## config.mk

```make
export PLATFORM = sky130hd
export DESIGN_NAME = uart_sram_host
export DESIGN_NICKNAME = d
export VERILOG_FILES = /design/src/rtl/uart_sram_pkg.sv /design/src/rtl/uart_sram_host_timeout.sv /design/src/rtl/uart_sram_host.sv
export SDC_FILE = /design/constraint.sdc
export NUM_CORES = 1
export LEC_CHECK = 0
export CAP_MARGIN = 15
export CORE_MARGIN = 10
export CORE_UTILIZATION = 54
export DETAILED_ROUTE_END_ITERATION = 7
export GPL_ROUTABILITY_DRIVEN = 0
export PLACE_DENSITY = 0.85
export SLEW_MARGIN = 30
export SYNTH_ARGS = -nofsm -noshare
export SYNTH_HDL_FRONTEND = slang
export SYNTH_SLANG_ARGS = --single-unit
```

## constraint.sdc

```tcl
create_clock -name clk -period 5.4 [get_ports clk]
set_input_delay 1.35 -clock clk [delete_from_list [all_inputs] [get_ports clk]]
set_output_delay 1.35 -clock clk [all_outputs]
set_load 0.1 [all_outputs]
```

## src/rtl/uart_sram_pkg.sv

```systemverilog
// Shared definitions for the UART SRAM-loader protocol (host and chip side).
// Optional build macro: UART_HOST_CHECKSUM_EN adds an XOR checksum byte to
// every frame and to read responses.
package uart_sram_pkg;

  localparam logic [1:0] OP_WRITE = 2'd0;
  localparam logic [1:0] OP_READ  = 2'd1;
  localparam logic [1:0] OP_RUN   = 2'd2;
  localparam logic [1:0] OP_RSVD  = 2'd3;

  localparam logic [7:0] CMD_WRITE = 8'h57;
  localparam logic [7:0] CMD_READ  = 8'h52;
  localparam logic [7:0] CMD_RUN   = 8'h47;

`ifdef UART_HOST_CHECKSUM_EN
  localparam int RSP_BYTES = 5;

  typedef enum logic [2:0] {
    S_IDLE, S_SEND_CMD, S_SEND_ADDR, S_SEND_DATA, S_SEND_CSUM, S_WAIT_RX, S_DONE
  } state_t;
`else
  localparam int RSP_BYTES = 4;

  typedef enum logic [2:0] {
    S_IDLE, S_SEND_CMD, S_SEND_ADDR, S_SEND_DATA, S_WAIT_RX, S_DONE
  } state_t;
`endif

  // Command byte that opens the frame for a given op.
  function automatic logic [7:0] cmd_byte(input logic [1:0] op);
    case (op)
      OP_WRITE: cmd_byte = CMD_WRITE;
      OP_READ:  cmd_byte = CMD_READ;
      default:  cmd_byte = CMD_RUN;
    endcase
  endfunction

endpackage

```

## src/rtl/uart_sram_host_timeout.sv

```systemverilog
// Inter-byte response timeout: loadable down-counter, expired at zero.
module uart_sram_host_timeout #(
  parameter int TIMEOUT_CYCLES = 2000000
) (
  input  logic clk,
  input  logic reset,
  input  logic load,
  output logic expired
);

  localparam int CW = $clog2(TIMEOUT_CYCLES + 1);
  localparam logic [CW-1:0] LOAD_VAL = CW'(TIMEOUT_CYCLES - 1);

  logic [CW-1:0] count;

  // Reload on every received byte (and while not waiting); count down otherwise.
  always_ff @(posedge clk or posedge reset) begin
    if (reset)              count <= '0;
    else if (load)          count <= LOAD_VAL;
    else if (count != '0)   count <= count - CW'(1);
  end

  assign expired = (count == '0);

endmodule

```

## src/rtl/uart_sram_host.sv

```systemverilog
// Host-side initiator for the UART SRAM-loader protocol: serialises word
// requests into byte frames and reassembles read responses.
// Optional build macro: UART_HOST_CHECKSUM_EN (XOR checksum byte per frame
// and per read response).
//
// state       | meaning
// ------------+----------------------------------------------------
// S_IDLE      | ready for a request
// S_SEND_CMD  | offering the command byte
// S_SEND_ADDR | offering the address byte (0x00 for RUN)
// S_SEND_DATA | offering write data bytes, little-endian, cnt 0..3
// S_SEND_CSUM | offering XOR of all previous frame bytes (macro only)
// S_WAIT_RX   | collecting response bytes, guarded by the timeout
// S_DONE      | one-cycle rsp_valid pulse
module uart_sram_host
  import uart_sram_pkg::*;
#(
  parameter int TIMEOUT_CYCLES = 2000000,
  parameter int ADDR_W         = 5
) (
  input  logic              clk,
  input  logic              reset,
  input  logic              req_valid,
  output logic              req_ready,
  input  logic [1:0]        req_op,
  input  logic [ADDR_W-1:0] req_addr,
  input  logic [31:0]       req_wdata,
  output logic              rsp_valid,
  output logic [31:0]       rsp_rdata,
  output logic              rsp_err,
  output logic              tx_valid,
  output logic [7:0]        tx_data,
  input  logic              tx_ready,
  output logic              rx_enable,
  output logic              rx_ready,
  input  logic              rx_valid,
  input  logic [7:0]        rx_data,
  output logic              busy
);

  state_t            state, state_n;
  logic [1:0]        op_q;
  logic [ADDR_W-1:0] addr_q;
  logic [31:0]       wdata_q;
  logic [2:0]        cnt, cnt_n;
  logic [31:0]       sh, sh_n;
  logic              done_err;
  logic              latch;
  logic              expired;
`ifdef UART_HOST_CHECKSUM_EN
  logic [7:0]        csum;
`endif

  assign rx_enable = 1'b1;
  assign busy      = (state != S_IDLE);

  uart_sram_host_timeout #(.TIMEOUT_CYCLES(TIMEOUT_CYCLES)) u_timeout (
    .clk     (clk),
    .reset   (reset),
    .load    ((state != S_WAIT_RX) || rx_valid),
    .expired (expired)
  );

  // Next-state, byte selection and handshake outputs.
  always_comb begin
    state_n   = state;
    cnt_n     = cnt;
    sh_n      = sh;
    done_err  = 1'b0;
    latch     = 1'b0;
    req_ready = 1'b0;
    tx_valid  = 1'b0;
    tx_data   = '0;
    rx_ready  = 1'b0;
    rsp_valid = 1'b0;
    case (state)
      S_IDLE: begin
        req_ready = 1'b1;
        cnt_n     = '0;
        if (req_valid) begin
          latch = 1'b1;
          sh_n  = '0;
          if (req_op == OP_RSVD) begin
            state_n  = S_DONE;
            done_err = 1'b1;
          end else begin
            state_n = S_SEND_CMD;
          end
        end
      end
      S_SEND_CMD: begin
        tx_valid = 1'b1;
        tx_data  = cmd_byte(op_q);
        if (tx_ready) state_n = S_SEND_ADDR;
      end
      S_SEND_ADDR: begin
        tx_valid = 1'b1;
        tx_data  = (op_q == OP_RUN) ? 8'h00 : 8'(addr_q);
        if (tx_ready) begin
          if (op_q == OP_WRITE)     state_n = S_SEND_DATA;
`ifdef UART_HOST_CHECKSUM_EN
          else                      state_n = S_SEND_CSUM;
`else
          else if (op_q == OP_READ) state_n = S_WAIT_RX;
          else                      state_n = S_DONE;
`endif
        end
      end
      S_SEND_DATA: begin
        tx_valid = 1'b1;
        tx_data  = wdata_q[cnt[1:0]*8 +: 8];
        if (tx_ready) begin
          if (cnt[1:0] == 2'd3) begin
            cnt_n = '0;
`ifdef UART_HOST_CHECKSUM_EN
            state_n = S_SEND_CSUM;
`else
            state_n = S_DONE;
`endif
          end else begin
            cnt_n = cnt + 3'd1;
          end
        end
      end
`ifdef UART_HOST_CHECKSUM_EN
      S_SEND_CSUM: begin
        tx_valid = 1'b1;
        tx_data  = csum;
        if (tx_ready) state_n = (op_q == OP_READ) ? S_WAIT_RX : S_DONE;
      end
`endif
      S_WAIT_RX: begin
        rx_ready = 1'b1;
        // A byte arriving on the expiry cycle still counts.
        if (rx_valid) begin
          if (cnt < 3'd4) sh_n[cnt[1:0]*8 +: 8] = rx_data;
          if (cnt == 3'(RSP_BYTES - 1)) begin
            state_n = S_DONE;
            cnt_n   = '0;
`ifdef UART_HOST_CHECKSUM_EN
            done_err = (rx_data != (sh[7:0] ^ sh[15:8] ^ sh[23:16] ^ sh[31:24]));
`endif
          end else begin
            cnt_n = cnt + 3'd1;
          end
        end else if (expired) begin
          state_n  = S_DONE;
          done_err = 1'b1;
        end
      end
      S_DONE: begin
        rsp_valid = 1'b1;
        state_n   = S_IDLE;
      end
      default: state_n = S_IDLE;
    endcase
  end

  // State, request capture, receive shift register and held response.
  always_ff @(posedge clk or posedge reset) begin
    if (reset) begin
      state     <= S_IDLE;
      cnt       <= '0;
      sh        <= '0;
      op_q      <= OP_WRITE;
      addr_q    <= '0;
      wdata_q   <= '0;
      rsp_rdata <= '0;
      rsp_err   <= 1'b0;
    end else begin
      state <= state_n;
      cnt   <= cnt_n;
      sh    <= sh_n;
      if (latch) begin
        op_q    <= req_op;
        addr_q  <= req_addr;
        wdata_q <= req_wdata;
      end
      if ((state_n == S_DONE) && (state != S_DONE)) begin
        rsp_rdata <= sh_n;
        rsp_err   <= done_err;
      end
    end
  end

`ifdef UART_HOST_CHECKSUM_EN
  // Running XOR of the bytes accepted so far in the current frame.
  always_ff @(posedge clk or posedge reset) begin
    if (reset)                    csum <= '0;
    else if (state == S_IDLE)     csum <= '0;
    else if (tx_valid && tx_ready) csum <= csum ^ tx_data;
  end
`endif

endmodule

```

### After elaboration in Yosys (flattened, before gate mapping)

Index checks and enable logic that the tools add are counted.

* register bits after elaboration: 131
* input port bits: 52
* output and inout bits: 47
* logic and storage cells: 80

* $add $sub $neg: 3
* magnitude comparators: 1
* equal/unequal tests: 15
* shifts and indexed selects: 3
* muxes and demuxes: 38
* reductions and logical operators: 11

Operator list (count)
* $mux W32: 3
* $pmux W32 S2: 1
* $mux W21: 2
* $mux W3: 14
* $neg A5 Y34: 1
* $shift A8 B34 Y32 const A: 1
* $shiftx A8 B34 Y32: 1
* $bwmux W32: 1
* $shiftx A32 B6 Y8: 1
* $pmux W8 S3: 1
* $logic_not A21 Y1: 1
* $reduce_bool A21 Y1: 1
* $sub A21 B1 Y21 const B: 1
* $pmux W3 S5: 1
* $mux W1: 11
* $pmux W5 S2: 1
* $eq A3 B2 Y1 const B: 3
* $eq A3 B3 Y1 const B: 3
* $pmux W3 S3: 1
* $eq A2 B2 Y1 const B: 3
* $ne A3 B3 Y1 const B: 2
* $reduce_bool A3 Y1: 2
* $mux W5: 1
* $ne A2 B2 Y1 const B: 2
* other kinds (12): 12

### Depth between registers and ports, before layout

Gate-level depths: netlist (run 1).

* depth after elaboration: 7
* depth in mapped cells: 9
* depth with buffers taken out: 7

### Cells and area by module

Synthesis (run 1) repeated with hierarchy kept, for this count alone.

* cell total of the unflattened synthesis: 575
* area total of the unflattened synthesis: 6113.4 um2

By module, submodules not included
* uart_sram_host: instances 1, cells an instance 445, area each 4868.4 um2, seq. area each 2752.6 um2
* uart_sram_host_timeout: instances 1, cells an instance 130, area each 1244.9 um2, seq. area each 525.5 um2

### Least setup slack after synthesis (run 1)

Ideal clock, no wire load.

* kind: register to output
* start point: reg cnt[0]
* end point: out tx_data[2]
* data arrival time: 3.184 ns
* data required time: 4.050 ns
* slack: 0.866 ns
* stages on the path, launching flop included: 5
* path buffers: 1
* cells stage by stage: dfrtp_1 buf_2 mux4_2 a21oi_1 o21ai_0

* word-level cells in the longest chain between the ends: 2

RTL lines
* start: declaration: RTL line uart_sram_host.sv:45 `logic [2:0] cnt, cnt_n;`
* start signal: assignment: RTL line uart_sram_host.sv:172 `cnt <= cnt_n;`
* $shiftx A32 B6 Y8: RTL line uart_sram_host.sv:111 `tx_data = wdata_q[cnt[1:0]*8 +: 8];`
* $pmux W8 S3: RTL line uart_sram_host.sv:76 `case (state)`
* end: declaration: RTL line uart_sram_host.sv:32 `output logic [7:0] tx_data,`

Every way passes these cells.

### Final worst setup path (run 1)

Same ends and word-level chain as after synthesis.

==> results of run 1 <==
[per-layer routing]
| layer | vias up | wire [um] | global-route usage [%] |
|---|---|---|---|
| met1 | 2352 | 6460 | 23.2 |
| met2 | 150 | 7870 | 31.5 |
| met5 | - | 0 | 0 |
| met4 | 0 | 291 | 7.70 |
| met3 | 27 | 815 | 5.21 |
| li1 | 2141 | - | - |
[cell usage after synthesis (4+ instances only)]
cell      instances
nand3b_1          6
dfrtp_1         131
nand2_1         176
nand2b_1          5
nor3_1            5
o21ai_0          11
buf_2             4
xnor2_1           7
nor2_1           20
mux2i_1          17
ha_1              7
o31ai_1           4
nor4_1            5
mux2_4           30
clkbuf_1         10
a21oi_1          18
or3_1             6
inv_1            13
a22o_1           16
mux4_2            8
[through the flow]
step / area (sq um) / power, mW / hold WS (ns) / cells / utilization, %
after floorplan: 6160 / 2.67 / 0.440 / 563 / -
after global placement: 7220 / 3.02 / 0.456 / 785 / 65.8
after detailed placement: 7220 / 3.06 / 0.462 / 785 / 65.8
after CTS: 7790 / 4.17 / 0.480 / 814 / 70.9
after global routing: 7800 / 4.34 / 0.511 / 814 / 71.0
final: 7800 / 4.17 / 0.477 / 814 / 71.0
[cell families (layout without fill, tap and decap cells)]
| group | Yosys count | count (layout) | share of synthesized area (%) |
|---|---|---|---|
| compound gates | 70 | 70 | 8.06 |
| simple gates | 253 | 253 | 19.4 |
| fa+ha+maj | 7 | 7 | 1.42 |
| flops | 131 | 131 | 53.2 |
| mux | 58 | 58 | 13.5 |
| buf+inv | 35 | 146 | 3.13 |
| other cells | 1 | 1 | 0.0609 |
| xor+xnor | 8 | 8 | 1.14 |
[critical path, delay by kind of cell, from the launching register on]
| kind | cells | cell delay [ns] |
|---|---|---|
| buffers and inverters | 1 | 0.98 |
| DFF | 1 | 0.86 |
| muxes | 1 | 0.61 |
| AOI/OAI and AO/OA | 2 | 0.27 |
[cell type report]
| cell class | count | area (sq um) | area share, % |
|---|---|---|---|
| Tap cell | 140 | 175 | 2.25 |
| Inverter | 13 | 51.3 | 0.658 |
| Timing Repair Buffer | 104 | 1020 | 13.1 |
| Multi-Input combinational cell | 397 | 2710 | 34.7 |
| Clock buffer | 25 | 515 | 6.61 |
| Clock inverter | 4 | 47.5 | 0.610 |
| Sequential cell | 131 | 3280 | 42.0 |
[worst max path at each step]
stage	from	to	slack, ns	depth (start not counted)
floorplan	reset	addr_q[0]$_DFFE_PP0P_	0.55	1
global placement	cnt[0]$_DFFE_PP0P_	tx_data[0]	1.41	4
detailed placement	cnt[0]$_DFFE_PP0P_	tx_data[2]	1.35	4
CTS	cnt[0]$_DFFE_PP0P_	tx_data[2]	0.90	4
global route	cnt[0]$_DFFE_PP0P_	tx_data[2]	0.78	4
finish	cnt[0]$_DFFE_PP0P_	tx_data[2]	0.91	4
[power by group through the flow]
stage | clock, mW | combinational (mW) | sequential, mW
after floorplan | 0 | 1.16 | 1.51
after global routing | 1.14 | 1.79 | 1.41
after global placement | 0 | 1.64 | 1.38
after CTS | 1.10 | 1.69 | 1.38
after detailed placement | 0 | 1.68 | 1.39
final | 1.09 | 1.69 | 1.39
[flip-flops by register name (all words and copies together), names as in the netlist]
signal / cells
rsp_rdata: 32
u_timeout.count: 21
state: 3
sh: 32
op_q: 2
rsp_err: 1
addr_q: 5
wdata_q: 32
cnt: 3
==> results.py, run 1 <==
metrics = {
    "synth": {
        "ys_types": 60,
        "syn_nets": 622,
        "ys_seq_area_share_pct": 53.2,
        "ys_warn_count": 0,
        "syn_area_per_cell_sq_um": 10.9,
        "synth_ff_type": "dfrtp_1",
        "yosys-top-cells-area": "dfrtp_1 53%, nand2_1 11%, mux2_4 7.3%, mux4_2 2.9%, mux2i_1 2.8%",
        "synth_top_area_share_pct": 53.2,
        "synth_area_sq_um": 6160,
        "ys_ff_latch": 131,
        "synth-async-reset-ratio_pct": 100,
        "synth_edf_count": 0,
        "synth.largest_area_cell": "dfrtp_1",
        "syn_inst": 563,
    },
    "timing": {
        "fin_tns_setup_ns": 0,
        "slew-limit-headroom_pct": 32.3,
        "skew_ns": 0.00480,
        "fin_ws_ns": 0.913,
        "finalHoldViolCount": 0,
        "min_period_ns": 4.49,
        "worstMarginPinSlew_ns": 1.01,
        "fmax_mhz": 223,
        "drv_slew": 0,
        "finalCritPeriodShare_pct": 83.1,
        "rsz0062_at_grt": "false",
        "setup_viol": 0,
    },
    "grt": {
        "grt.total_usage_pct": 19.1,
        "grt_overflow_total": 0,
        "grt_pass1_wl_mm": 24.9,
        "grt_antenna_before_repair": 0,
        "grt_max_degree": 59,
        "grt_pass1_vias": 4854,
    },
    "floorplan": {
        "boundaryPins": 99,
        "dieArea_sq_um": 16100,
        "num_rows": 38,
        "start_util_pct": 56.1,
        "die_x_um": 127,
        "coreArea_sq_um": 11000,
        "chipHeight_um": 127,
    },
    "drt": {
        "first_iter_violations": 322,
        "num_vias": 4670,
        "route.detailed.drc": 0,
        "wl_per_cell_um": 19.0,
        "drtAntennaViolNets": 0,
        "drt_wl_total_mm": 15.4,
        "viasPerCell": 5.74,
        "firstDrtPassIters": 5,
    },
    "critical_path": {
        "cp-start-kind": "register",
        "worstRegToRegCells": 7,
        "reg2reg_from": "cnt[0]$_DFFE_PP0P_",
        "critPathMaxFanout": 17,
        "critical_path_class": "register to primary output",
        "arrival_ns": 3.14,
        "cpPeakStageDelay_ns": 0.98,
        "critPathRequiredTime_ns": 4.05,
        "endpoint_kind": "primary output",
        "r2r-end": "rsp_rdata[30]$_DFFE_PP0P_",
        "cp_cell_sequence": "mux4_2 > a21oi_1 > o21ai_0 > clkdlybuf4s50_1",
        "cpMaxStageDelayCell": "clkdlybuf4s50_1",
        "r2r_slack_ns": 2.32,
    },
    "power_and_ir_drop": {
        "comb_power_share_pct": 40.6,
        "ir_drop_uv": 373,
        "switching_power_mw": 1.77,
        "leakagePower_nw": 3.60,
        "p_sw_share_pct": 42.4,
        "intPower_mw": 2.40,
        "clkPwrFrac_pct": 26.2,
        "p_per_area_nw_per_um2": 534,
        "p_seq_share_pct": 33.3,
    },
    "hold_path": {
        "hold_class": "register to register",
        "min_from": "wdata_q[23]$_DFFE_PP0P_",
        "min_to": "wdata_q[23]$_DFFE_PP0P_",
        "holdPathStages": 2,
    },
    "final_layout": {
        "fill_cells": 744,
        "most-common-layout-cells": "176 x nand2_1, 131 x dfrtp_1, 97 x clkdlybuf4s50_1",
        "diodes": 0,
        "drive_above_1_share_pct": 13.6,
        "syn_to_final_growth_pct": 26.6,
        "layout_commonest_cell": "nand2_1",
        "fin_nets": 723,
    },
    "clocking": {
        "cts_sinks": 131,
        "cts_buffer_depth": 2,
        "cts_tree": "yes",
        "cts_resized": 0,
        "clk_latency_ns": 0.41,
        "postCtsHoldBufs": 0,
        "clkTransAtPathRegs_ns": 0.05,
        "cts_setup_buffers": 0,
        "cts-root-buf": "clkbuf_16",
        "cts_buffers": 17,
        "htree_levels": 4,
    },
    "status": {
        "status": "finished, final reports clean",
    },
    "place": {
        "place_hpwl_mm": 10.7,
        "place_ws_ns": 1.35,
        "io_buffers": 97,
    },
    "job": {
        "cap_viol_max_count": 0,
    },
}
Power figures use the tool's default switching activity.
==> inputs of run 2 (changes only) <==
==> constraint.sdc (replaced) <==
create_clock -name clk -period 4.55 [get_ports clk]
set_input_delay 1.1375 -clock clk [delete_from_list [all_inputs] [get_ports clk]]
set_output_delay 1.1375 -clock clk [all_outputs]
set_load 0.1 [all_outputs]
==> results.py, run 2 (synthesis results as in run 1) <==
metrics = {
    "status": {
        "status": "finished, final reports clean",
    },
    "drt": {
        "num_vias": 4690,
        "firstDrtPassIters": 5,
        "met3_length_um": 845,
        "route.detailed.drc": 0,
        "viasPerCell": 5.75,
        "routed-wl-met2_mm": 7.60,
        "first_iter_violations": 468,
        "drt_wl_total_mm": 15.2,
        "drtAntennaViolNets": 0,
        "maxUsedRoutingLayer": "met4",
        "wl_per_cell_um": 18.6,
        "wl_met1_mm": 6.33,
    },
    "final_layout": {
        "regArea_sq_um": 3280,
        "fill_cells": 723,
        "multi_input_comb_area_sq_um": 2710,
        "final_core_util_pct": 71.3,
        "reg_top3": "rsp_rdata (32), sh (32), wdata_q (32)",
        "layout.cells.non_filler": 815,
        "most-common-layout-cells": "176 x nand2_1, 131 x dfrtp_1, 88 x clkdlybuf4s50_1",
        "drive_above_1_share_pct": 15.3,
        "diodes": 0,
        "fin_nets": 723,
        "syn_to_final_growth_pct": 27.0,
        "layout_commonest_cell": "nand2_1",
    },
    "floorplan": {
        "start_util_pct": 56.1,
        "chipHeight_um": 127,
        "dieArea_sq_um": 16100,
        "coreArea_sq_um": 11000,
        "num_rows": 38,
        "die_x_um": 127,
        "boundaryPins": 99,
    },
    "hold_path": {
        "holdPathStages": 2,
        "hold_class": "register to register",
    },
    "grt": {
        "grt_pass1_vias": 4794,
        "grt_max_degree": 57,
        "grt.total_usage_pct": 18.9,
        "grt_pass1_wl_mm": 24.4,
        "grt_antenna_before_repair": 0,
        "grt_overflow_total": 0,
    },
    "place": {
        "dp_cells": 785,
        "place_hpwl_mm": 10.3,
        "io_buffers": 97,
        "place_ws_ns": 0.926,
    },
    "timing": {
        "drv_slew": 0,
        "fin_tns_setup_ns": 0,
        "slew-limit-headroom_pct": 33.4,
        "rsz0062_at_grt": "false",
        "fmax_mhz": 265,
        "skew_ns": 0.00950,
        "finalHoldViolCount": 0,
        "min_period_ns": 3.77,
        "setup_viol": 0,
        "finalCritPeriodShare_pct": 82.8,
        "fin_ws_ns": 0.782,
        "holdWs_ns": 0.473,
        "worstMarginPinSlew_ns": 0.995,
    },
    "power_and_ir_drop": {
        "p_per_area_nw_per_um2": 640,
        "leakagePower_nw": 3.63,
        "ir_drop_uv": 451,
    },
    "clocking": {
        "postCtsHoldBufs": 0,
        "clkTransAtPathRegs_ns": 0.05,
        "cts_buffer_depth": 2,
        "cts-root-buf": "clkbuf_16",
        "cts_setup_buffers": 0,
        "cts_tree": "yes",
        "cts_sinks": 131,
        "cts_buffers": 17,
        "cts_resized": 0,
        "clk_latency_ns": 0.43,
        "htree_levels": 4,
    },
    "critical_path": {
        "critical_path_class": "register to primary output",
        "endpoint_kind": "primary output",
        "worstRegToRegCells": 7,
        "critPathMaxFanout": 14,
        "arrival_ns": 2.63,
        "critPathRequiredTime_ns": 3.41,
        "cp-start-kind": "register",
    },
    "job": {
        "cap_viol_max_count": 0,
    },
}
-- run 2: worst paths after layout --
check	from	end	slack, ns
worst max-delay path	state[1]$_DFF_PP0_	req_ready	0.78
worst min-delay path	wdata_q[8]$_DFFE_PP0P_	wdata_q[8]$_DFFE_PP0P_	0.47
worst max register to register	cnt[0]$_DFFE_PP0P_	rsp_rdata[29]$_DFFE_PP0P_	1.44
worst min register to register	wdata_q[8]$_DFFE_PP0P_	wdata_q[8]$_DFFE_PP0P_	0.47
max in group asynchronous	reset	rsp_rdata[31]$_DFFE_PP0P_	2.37
min in group asynchronous	reset	rsp_rdata[6]$_DFFE_PP0P_	1.21
-- run 2: power breakdown --
part	internal, mW	leakage, nW	total, mW	switching [mW]
registers	1.41	1.70	1.63	0.222
logic	0.598	1.64	1.99	1.39
clock network	0.896	0.295	1.39	0.497
-- run 2: metal layers --
metal  GRT usage, %  vias up
met2           30.9      185
met4           9.04        0
li1               -     2145
met5              0        -
met3           5.41       35
met1           22.4     2325
-- run 2: stage by stage --
step                      instance area (sq um)  total power, mW
after global placement                     7220             3.56
after global routing                       7830             5.22
after detailed placement                   7220             3.61
after CTS                                  7820             5.02
final                                      7830             5.01
after floorplan                            6160             3.17
-- run 2: final cells by class --
class | instances | area share, %
clock inverter | 9 | 1.66
multi-input combinational | 397 | 34.6
clock buffer | 21 | 6.01
sequential | 131 | 41.9
tap | 140 | 2.24
inverter | 13 | 0.671
timing repair buffer | 104 | 12.9
-- run 2: worst max-delay path: stages, from the launching register on --
cell	delay, ns
dfrtp_1	0.53
or3_1	0.47
inv_1	0.07
clkdlybuf4s50_1	1.13
